**config.mk**
```make
export PLATFORM = sky130hd
export DESIGN_NAME = conv_dual_mac_flat
export DESIGN_NICKNAME = d
export VERILOG_FILES = /design/src/rtl/conv_dual_mac_if.sv /design/src/rtl/conv_dual_mac.sv /design/src/flat_wrapper.sv
export SDC_FILE = /design/constraint.sdc
export NUM_CORES = 1
export LEC_CHECK = 0
export ABC_AREA = 1
export CORE_ASPECT_RATIO = 1.4
export CORE_MARGIN = 8
export CORE_UTILIZATION = 65
export CTS_BUF_LIST = sky130_fd_sc_hd__clkbuf_16
export DETAILED_ROUTE_END_ITERATION = 16
export DONT_BUFFER_PORTS = 1
export PLACE_DENSITY = 0.93
export SYNTH_ARGS = -nofsm -noshare
export SYNTH_HDL_FRONTEND = slang
export SYNTH_SLANG_ARGS = --single-unit
export TNS_END_PERCENT = 5
```
**constraint.sdc**
```tcl
create_clock -name sclk -period 7.46 [get_ports sclk]
set_input_delay 1.492 -clock sclk [delete_from_list [all_inputs] [get_ports sclk]]
set_output_delay 1.492 -clock sclk [all_outputs]
set_load 0.1 [all_outputs]
```
**src/rtl/conv_dual_mac_if.sv**
```systemverilog
// Beat-in / window-result-out bundle between the window feeder, the dual MAC
// and the requant stage. No backpressure in either direction.
interface conv_dual_mac_if #(
    parameter int DATA_W = 8,
    parameter int ACC_W  = 24
);
    logic                     in_valid;
    logic                     in_last;
    logic                     in_mode;
    logic signed [DATA_W-1:0] data_a;
    logic signed [DATA_W-1:0] data_d;
    logic signed [DATA_W-1:0] data_b;
    logic                     acc_clr;
    logic                     out_valid;
    logic signed [ACC_W-1:0]  acc_ab;
    logic signed [ACC_W-1:0]  acc_db;
    logic                     ovf;

    // MAC side
    modport slave (
        input  in_valid, in_last, in_mode, data_a, data_d, data_b, acc_clr,
        output out_valid, acc_ab, acc_db, ovf
    );

    // feeder / consumer side
    modport master (
        output in_valid, in_last, in_mode, data_a, data_d, data_b, acc_clr,
        input  out_valid, acc_ab, acc_db, ovf
    );
endinterface

```
**src/rtl/conv_dual_mac.sv**
```systemverilog
// Packed dual MAC: two activations share one weight through a single wide
// multiply, products are split with borrow correction, then each lane
// accumulates over the kernel window. Four fixed stages:
//   S1 input regs, S2 packed multiply, S3 unpack, S4 accumulate/output.

// One accumulator lane: saturating or wrapping add plus sticky window overflow.
module conv_dual_mac_lane #(
    parameter int PW     = 16,
    parameter int ACC_W  = 24,
    parameter bit SAT_EN = 1'b1
) (
    input  logic                    clk_i,
    input  logic                    rst_n_i,
    input  logic                    vld_i,
    input  logic                    last_i,
    input  logic                    clr_i,
    input  logic signed [PW-1:0]    p_i,
    output logic signed [ACC_W-1:0] sum_o,
    output logic                    wovf_o
);
    localparam logic [ACC_W-1:0] ACC_MAX = {1'b0, {(ACC_W-1){1'b1}}};
    localparam logic [ACC_W-1:0] ACC_MIN = {1'b1, {(ACC_W-1){1'b0}}};

    logic [ACC_W-1:0] acc_q, acc_d, base;
    logic             flag_q, flag_d, flag_base;
    logic [ACC_W:0]   sum_x;
    logic             ov;

    // Add the product to the (possibly cleared) running sum, detect and
    // optionally clamp signed overflow, and pick the next accumulator state.
    always_comb begin
        base      = clr_i ? '0 : acc_q;
        flag_base = clr_i ? 1'b0 : flag_q;
        sum_x     = {base[ACC_W-1], base} + {{(ACC_W+1-PW){p_i[PW-1]}}, p_i};
        ov        = sum_x[ACC_W] != sum_x[ACC_W-1];
        if (SAT_EN && ov)
            sum_o = sum_x[ACC_W] ? ACC_MIN : ACC_MAX;
        else
            sum_o = sum_x[ACC_W-1:0];
        wovf_o = flag_base | ov;
        acc_d  = acc_q;
        flag_d = flag_q;
        if (vld_i) begin
            // a last beat hands its sum to the output and the next window starts at 0
            acc_d  = last_i ? '0 : sum_o;
            flag_d = last_i ? 1'b0 : wovf_o;
        end else if (clr_i) begin
            acc_d  = '0;
            flag_d = 1'b0;
        end
    end

    // Partial-window accumulator and overflow flag.
    always_ff @(posedge clk_i or negedge rst_n_i) begin
        if (!rst_n_i) begin
            acc_q  <= '0;
            flag_q <= 1'b0;
        end else begin
            acc_q  <= acc_d;
            flag_q <= flag_d;
        end
    end
endmodule

module conv_dual_mac #(
    parameter int DATA_W = 8,
    parameter int ACC_W  = 24,
    parameter bit SAT_EN = 1'b1
) (
    input  logic           sclk,
    input  logic           s_rst_n,
    conv_dual_mac_if.slave bus
);
    localparam int W  = DATA_W;
    localparam int PW = 2 * DATA_W;   // per-lane product width and packing shift
    localparam int KW = 3 * DATA_W + 1; // packed operand width
    localparam int MW = 4 * DATA_W + 1; // packed product width

    // valid/last shift registers; index k holds the beat leaving stage k
    logic [3:1] vld_pipe_q, last_pipe_q;

    logic          s1_mode_q;
    logic [W-1:0]  s1_a_q, s1_d_q, s1_b_q;

    logic          s2_mode_q, s2_anz_q, s2_dnz_q;
    logic [W-1:0]  s2_b_q;
    logic [MW-2:0] s2_p_q;

    // lane 0 = AB, lane 1 = DB
    logic [1:0][PW-1:0] s3_p_d, s3_p_q;

    logic [KW-1:0] pk;
    logic [MW-1:0] pk_x, b_x, prod;
    logic          unused_prod_msb;

    logic [1:0][ACC_W-1:0] lane_sum;
    logic [1:0]            lane_wovf;

    logic             out_valid_q, ovf_q;
    logic [ACC_W-1:0] acc_ab_q, acc_db_q;

    // Valid/last travel together; last is only meaningful with valid.
    always_ff @(posedge sclk or negedge s_rst_n) begin
        if (!s_rst_n) begin
            vld_pipe_q  <= '0;
            last_pipe_q <= '0;
        end else begin
            vld_pipe_q  <= {vld_pipe_q[2:1], bus.in_valid};
            last_pipe_q <= {last_pipe_q[2:1], bus.in_valid & bus.in_last};
        end
    end

    // S1: register the beat.
    always_ff @(posedge sclk or negedge s_rst_n) begin
        if (!s_rst_n) begin
            s1_mode_q <= 1'b0;
            s1_a_q    <= '0;
            s1_d_q    <= '0;
            s1_b_q    <= '0;
        end else begin
            s1_mode_q <= bus.in_mode;
            s1_a_q    <= bus.data_a;
            s1_d_q    <= bus.data_d;
            s1_b_q    <= bus.data_b;
        end
    end

    // S2 datapath: pk = (a << 2W) + d, product = pk * b, all sign-extended.
    always_comb begin
        pk   = {s1_a_q[W-1], s1_a_q, {PW{1'b0}}} + {{(PW+1){s1_d_q[W-1]}}, s1_d_q};
        pk_x = {{(MW-KW){pk[KW-1]}}, pk};
        b_x  = {{(MW-W){s1_b_q[W-1]}}, s1_b_q};
        prod = pk_x * b_x;
    end

    // top bit only carries sign of a*b*2^2W, which the unpack does not need
    assign unused_prod_msb = prod[MW-1];

    // S2: packed product plus what the spike path needs.
    always_ff @(posedge sclk or negedge s_rst_n) begin
        if (!s_rst_n) begin
            s2_mode_q <= 1'b0;
            s2_anz_q  <= 1'b0;
            s2_dnz_q  <= 1'b0;
            s2_b_q    <= '0;
            s2_p_q    <= '0;
        end else begin
            s2_mode_q <= s1_mode_q;
            s2_anz_q  <= |s1_a_q;
            s2_dnz_q  <= |s1_d_q;
            s2_b_q    <= s1_b_q;
            s2_p_q    <= prod[MW-2:0];
        end
    end

    // S3 unpack: low half is d*b; high half is a*b minus one whenever d*b
    // was negative, so add the low half's sign bit back. Spike mode gates b.
    always_comb begin
        if (s2_mode_q) begin
            s3_p_d[0] = s2_anz_q ? {{(PW-W){s2_b_q[W-1]}}, s2_b_q} : '0;
            s3_p_d[1] = s2_dnz_q ? {{(PW-W){s2_b_q[W-1]}}, s2_b_q} : '0;
        end else begin
            s3_p_d[0] = s2_p_q[2*PW-1:PW] + {{(PW-1){1'b0}}, s2_p_q[PW-1]};
            s3_p_d[1] = s2_p_q[PW-1:0];
        end
    end

    // S3: per-lane products.
    always_ff @(posedge sclk or negedge s_rst_n) begin
        if (!s_rst_n) s3_p_q <= '0;
        else          s3_p_q <= s3_p_d;
    end

    // S4: one accumulator per lane.
    for (genvar l = 0; l < 2; l++) begin : g_lane
        conv_dual_mac_lane #(
            .PW     (PW),
            .ACC_W  (ACC_W),
            .SAT_EN (SAT_EN)
        ) u_lane (
            .clk_i   (sclk),
            .rst_n_i (s_rst_n),
            .vld_i   (vld_pipe_q[3]),
            .last_i  (last_pipe_q[3]),
            .clr_i   (bus.acc_clr),
            .p_i     (s3_p_q[l]),
            .sum_o   (lane_sum[l]),
            .wovf_o  (lane_wovf[l])
        );
    end

    // S4 output: capture the window result on a last beat and hold it.
    always_ff @(posedge sclk or negedge s_rst_n) begin
        if (!s_rst_n) begin
            out_valid_q <= 1'b0;
            acc_ab_q    <= '0;
            acc_db_q    <= '0;
            ovf_q       <= 1'b0;
        end else begin
            out_valid_q <= vld_pipe_q[3] & last_pipe_q[3];
            if (vld_pipe_q[3] && last_pipe_q[3]) begin
                acc_ab_q <= lane_sum[0];
                acc_db_q <= lane_sum[1];
                ovf_q    <= |lane_wovf;
            end
        end
    end

    assign bus.out_valid = out_valid_q;
    assign bus.acc_ab    = acc_ab_q;
    assign bus.acc_db    = acc_db_q;
    assign bus.ovf       = ovf_q;
endmodule

```
**src/flat_wrapper.sv**
```systemverilog
// flat-port wrapper written by rule: the top's interface ports become plain ports
module conv_dual_mac_flat 
#(
    parameter int DATA_W = 8,
    parameter int ACC_W  = 24,
    parameter bit SAT_EN = 1'b1
)
  (sclk, s_rst_n, bus_in_valid, bus_in_last, bus_in_mode, bus_data_a, bus_data_d, bus_data_b, bus_acc_clr, bus_out_valid, bus_acc_ab, bus_acc_db, bus_ovf);
  conv_dual_mac_if #(.DATA_W(DATA_W), .ACC_W(ACC_W)) bus_i ();
  input  logic sclk;
  input  logic s_rst_n;
  input wire logic [$bits(bus_i.in_valid)-1:0] bus_in_valid;
  input wire logic [$bits(bus_i.in_last)-1:0] bus_in_last;
  input wire logic [$bits(bus_i.in_mode)-1:0] bus_in_mode;
  input wire logic [$bits(bus_i.data_a)-1:0] bus_data_a;
  input wire logic [$bits(bus_i.data_d)-1:0] bus_data_d;
  input wire logic [$bits(bus_i.data_b)-1:0] bus_data_b;
  input wire logic [$bits(bus_i.acc_clr)-1:0] bus_acc_clr;
  output wire logic [$bits(bus_i.out_valid)-1:0] bus_out_valid;
  output wire logic [$bits(bus_i.acc_ab)-1:0] bus_acc_ab;
  output wire logic [$bits(bus_i.acc_db)-1:0] bus_acc_db;
  output wire logic [$bits(bus_i.ovf)-1:0] bus_ovf;
  assign bus_i.in_valid = bus_in_valid;
  assign bus_i.in_last = bus_in_last;
  assign bus_i.in_mode = bus_in_mode;
  assign bus_i.data_a = bus_data_a;
  assign bus_i.data_d = bus_data_d;
  assign bus_i.data_b = bus_data_b;
  assign bus_i.acc_clr = bus_acc_clr;
  assign bus_out_valid = bus_i.out_valid;
  assign bus_acc_ab = bus_i.acc_ab;
  assign bus_acc_db = bus_i.acc_db;
  assign bus_ovf = bus_i.ovf;
  conv_dual_mac #(.DATA_W(DATA_W), .ACC_W(ACC_W), .SAT_EN(SAT_EN)) u_core (.sclk(sclk), .s_rst_n(s_rst_n), .bus(bus_i));
endmodule
```
==> impl_metrics.tcl, run 1 <==
set metrics [dict create \
    gp_congestion 0.9455 \
    fp.dieArea_sq_mm 0.03144 \
    routed_wl_um 39640 \
    syn_area_sq_mm 0.01687 \
    h-tree-depth 1 \
    grt_pass1_wl_um 67150 \
    period_share 0.8552 \
    path_common_cell "inv_1" \
    synthesis.instances 2173 \
    drc 0 \
    fmaxAchievable_mhz 156.7 \
    crit_slowest_cell "dfrtp_1" \
    io_buffers 0 \
    status "finished, final reports clean" \
    layout-drive-gt1-share 0.02872 \
    vias_per_cell 5.599 \
    postCtsHoldBufs 0 \
    yosys-top-cells-area "dfrtp_1, fa_1, nand2_1" \
    numCtsBuffers 22 \
    seq_area_sq_mm 0.005155 \
    fin_nets 2427 \
    synth_seq_cells 206 \
    ys.flop_type "dfrtp_1" \
    synth_warnings 0 \
    reg2reg_slack_ns 1.08 \
    worst_slew_pin_slew_ns 1.093 \
    yosysTopAreaCell "dfrtp_1" \
    floorplan.initialDensity 0.6529 \
    holdWs_ns 0.3473 \
    grt_pass1_vias 14640 \
    path_max_fanout 18 \
    avgSynthCellArea_sq_um 7.763 \
    skew_ns 0.01291 \
    n_antenna_cell 0 \
    drv_cap 0 \
    drt_iter0_markers 805 \
    vias 13900 \
    arrival_ns 6.77 \
    end_kind "register" \
    cp-start-kind "register" \
    die_y_um 206.6 \
    cpPeakStageDelay_ns 0.76 \
    routedWlPerCell_um 15.96 \
    final_common_cell "nand2_1" \
    drt_first_pass_iters 7 \
    final_cell_mix "nand2_1, inv_1, dfrtp_1" \
    syn_nets 2457 \
    path_clk_slew_ns 0.06 \
    antenna_found_initial 0 \
    hold_path_class "reg2reg" \
    grt_util_all_layers 0.2569 \
    rsz0062_at_grt "no" \
    relSlewSlack 0.2695 \
    root_buffer "clkbuf_16" \
    synth_cell_types 48 \
    tritoncts_num_sinks 206 \
    synth_edf_count 0 \
    worst-setup-path-type "reg2reg" \
    final-hold-violation-count 0 \
    fillers 1948 \
    num_io_pins 80 \
    grt-ovfl-total 0 \
    period_needed_ns 6.380 \
    multi_input_area_sq_mm 0.009898 \
    rows 70 \
    cts_resized 0 \
    cts_tree "done" \
    async_reset_ff_frac 1.000 \
    finalSetupTns_ns 0 \
    grt_start_max_net_pins 207 \
    clk_latency_ns 0.52 \
    setup_viol 0 \
    final_antenna_net_count 0 \
    die_w_um 152.2 \
    coreArea_sq_mm 0.02584 \
    maxSlewViolCount 0 \
    dp_hpwl_um 29670 \
    seq_area_frac_synth 0.3056 \
    clockBufferDepth 3 \
    crit_required_ns 7.85 \
    postCtsSetupBuffers 0 \
    area_growth_syn_to_layout_pct 5.659 \
    synth_top_area_share 0.3056 \
]
==> layer usage <==
layer	part of all wire	vias to the layer above	track usage
met4	0.045	0	0.1278
met5	0	-	0
met2	0.52	508	0.4952
met1	0.37	6647	0.2706
li1	-	6592	-
met3	0.058	155	0.03667
==> worst paths after layout <==
path                                  start                   end  cells after the start
min                        u_core.s1_mode_q      u_core.s2_mode_q                      0
min reg2reg                u_core.s1_mode_q      u_core.s2_mode_q                      0
min in group asynchronous           s_rst_n      u_core.s1_d_q[3]                      0
max in group asynchronous           s_rst_n  u_core.bus.acc_db[0]                      0
max                        u_core.s1_d_q[7]     u_core.s2_p_q[29]                     28
max reg2reg                u_core.s1_d_q[7]     u_core.s2_p_q[29]                     28
==> worst max-delay path: cells and delay by family (launching register included) <==
family | cells | cell delay (ns)
AO/OA/AOI/OAI | 5 | 0.66
adder cells (fa/ha/maj) | 6 | 2.61
flip-flops | 1 | 0.76
AND/OR/NAND/NOR | 10 | 1.31
XOR/XNOR | 2 | 0.69
buffers and inverters | 5 | 0.25
==> stage by stage <==
stage | utilization | cell area, sq um | cells | setup WS [ns]
after floorplan | - | 16870 | 2173 | 2.002
after global placement | 0.6595 | 17040 | 2443 | 1.365
after detailed placement | 0.6595 | 17040 | 2443 | 1.190
after CTS | 0.6898 | 17820 | 2483 | 1.165
after global routing | 0.6898 | 17820 | 2483 | 0.5645
final | 0.6898 | 17820 | 2483 | 1.080
==> kinds of logic after synthesis <==
| logic type | synth area share |
|---|---|
| and+or+nand+nor | 0.2166 |
| adders and majority gates | 0.2458 |
| buffers and inverters | 0.1078 |
| AOI/OAI and AO/OA | 0.08278 |
| xor gates and xnor gates | 0.04146 |
| DFF | 0.3056 |
==> cell type report <==
cell class                      count  area share
Multi-Input combinational cell   1494      0.5554
Clock inverter                     17     0.01172
Timing Repair Buffer                2   0.0008424
Tap cell                          324     0.02274
Inverter                          417     0.08782
Clock buffer                       23     0.03229
Sequential cell                   206      0.2892
==> sequential cells by signal (all words and copies together) (netlist names), 2 cells and up <==
name / count
u_core.bus.acc_ab: 24
u_core.bus.acc_db: 24
u_core.g_lane.u_lane.acc_q: 48
u_core.g_lane.u_lane.flag_q: 2
u_core.last_pipe_q: 3
u_core.s1_a_q: 8
u_core.s1_b_q: 8
u_core.s1_d_q: 8
u_core.s2_b_q: 8
u_core.s2_p_q: 32
u_core.s3_p_q: 32
u_core.vld_pipe_q: 3
==> cell usage after synthesis, types with 4 or more instances <==
cell type    n
a21boi_0     5
a21o_1      13
a21oi_1     91
a31oi_1     24
buf_1        7
buf_2        5
clkbuf_1    36
dfrtp_1    206
fa_1       129
ha_1       125
inv_1      413
nand2_1    611
nand2_2      8
nand3_1     60
nand4_1     13
nor2_1     191
nor3_1      11
nor4_1       8
o21a_1       5
o21ai_0     75
o21ai_1      4
o21bai_1    11
or2_2        5
xnor2_1     24
xor2_1      54
Power of run 1 is not shown: default switching activity piles up to over one toggle a cycle in this logic, so the estimate is an artifact.
==> run 2: changes to the inputs <==
--- a/config.mk
+++ b/config.mk
@@ -10,6 +10,7 @@
 export CORE_MARGIN = 8
 export CORE_UTILIZATION = 65
 export CTS_BUF_LIST = sky130_fd_sc_hd__clkbuf_16
+export CTS_CLUSTER_SIZE = 14
 export DETAILED_ROUTE_END_ITERATION = 16
 export DONT_BUFFER_PORTS = 1
 export PLACE_DENSITY = 0.93
==> results of run 2 <==
Same layout as run 1: the final DEF is identical, and so are final timing and power.
Power of run 2 is left out for the same reason.
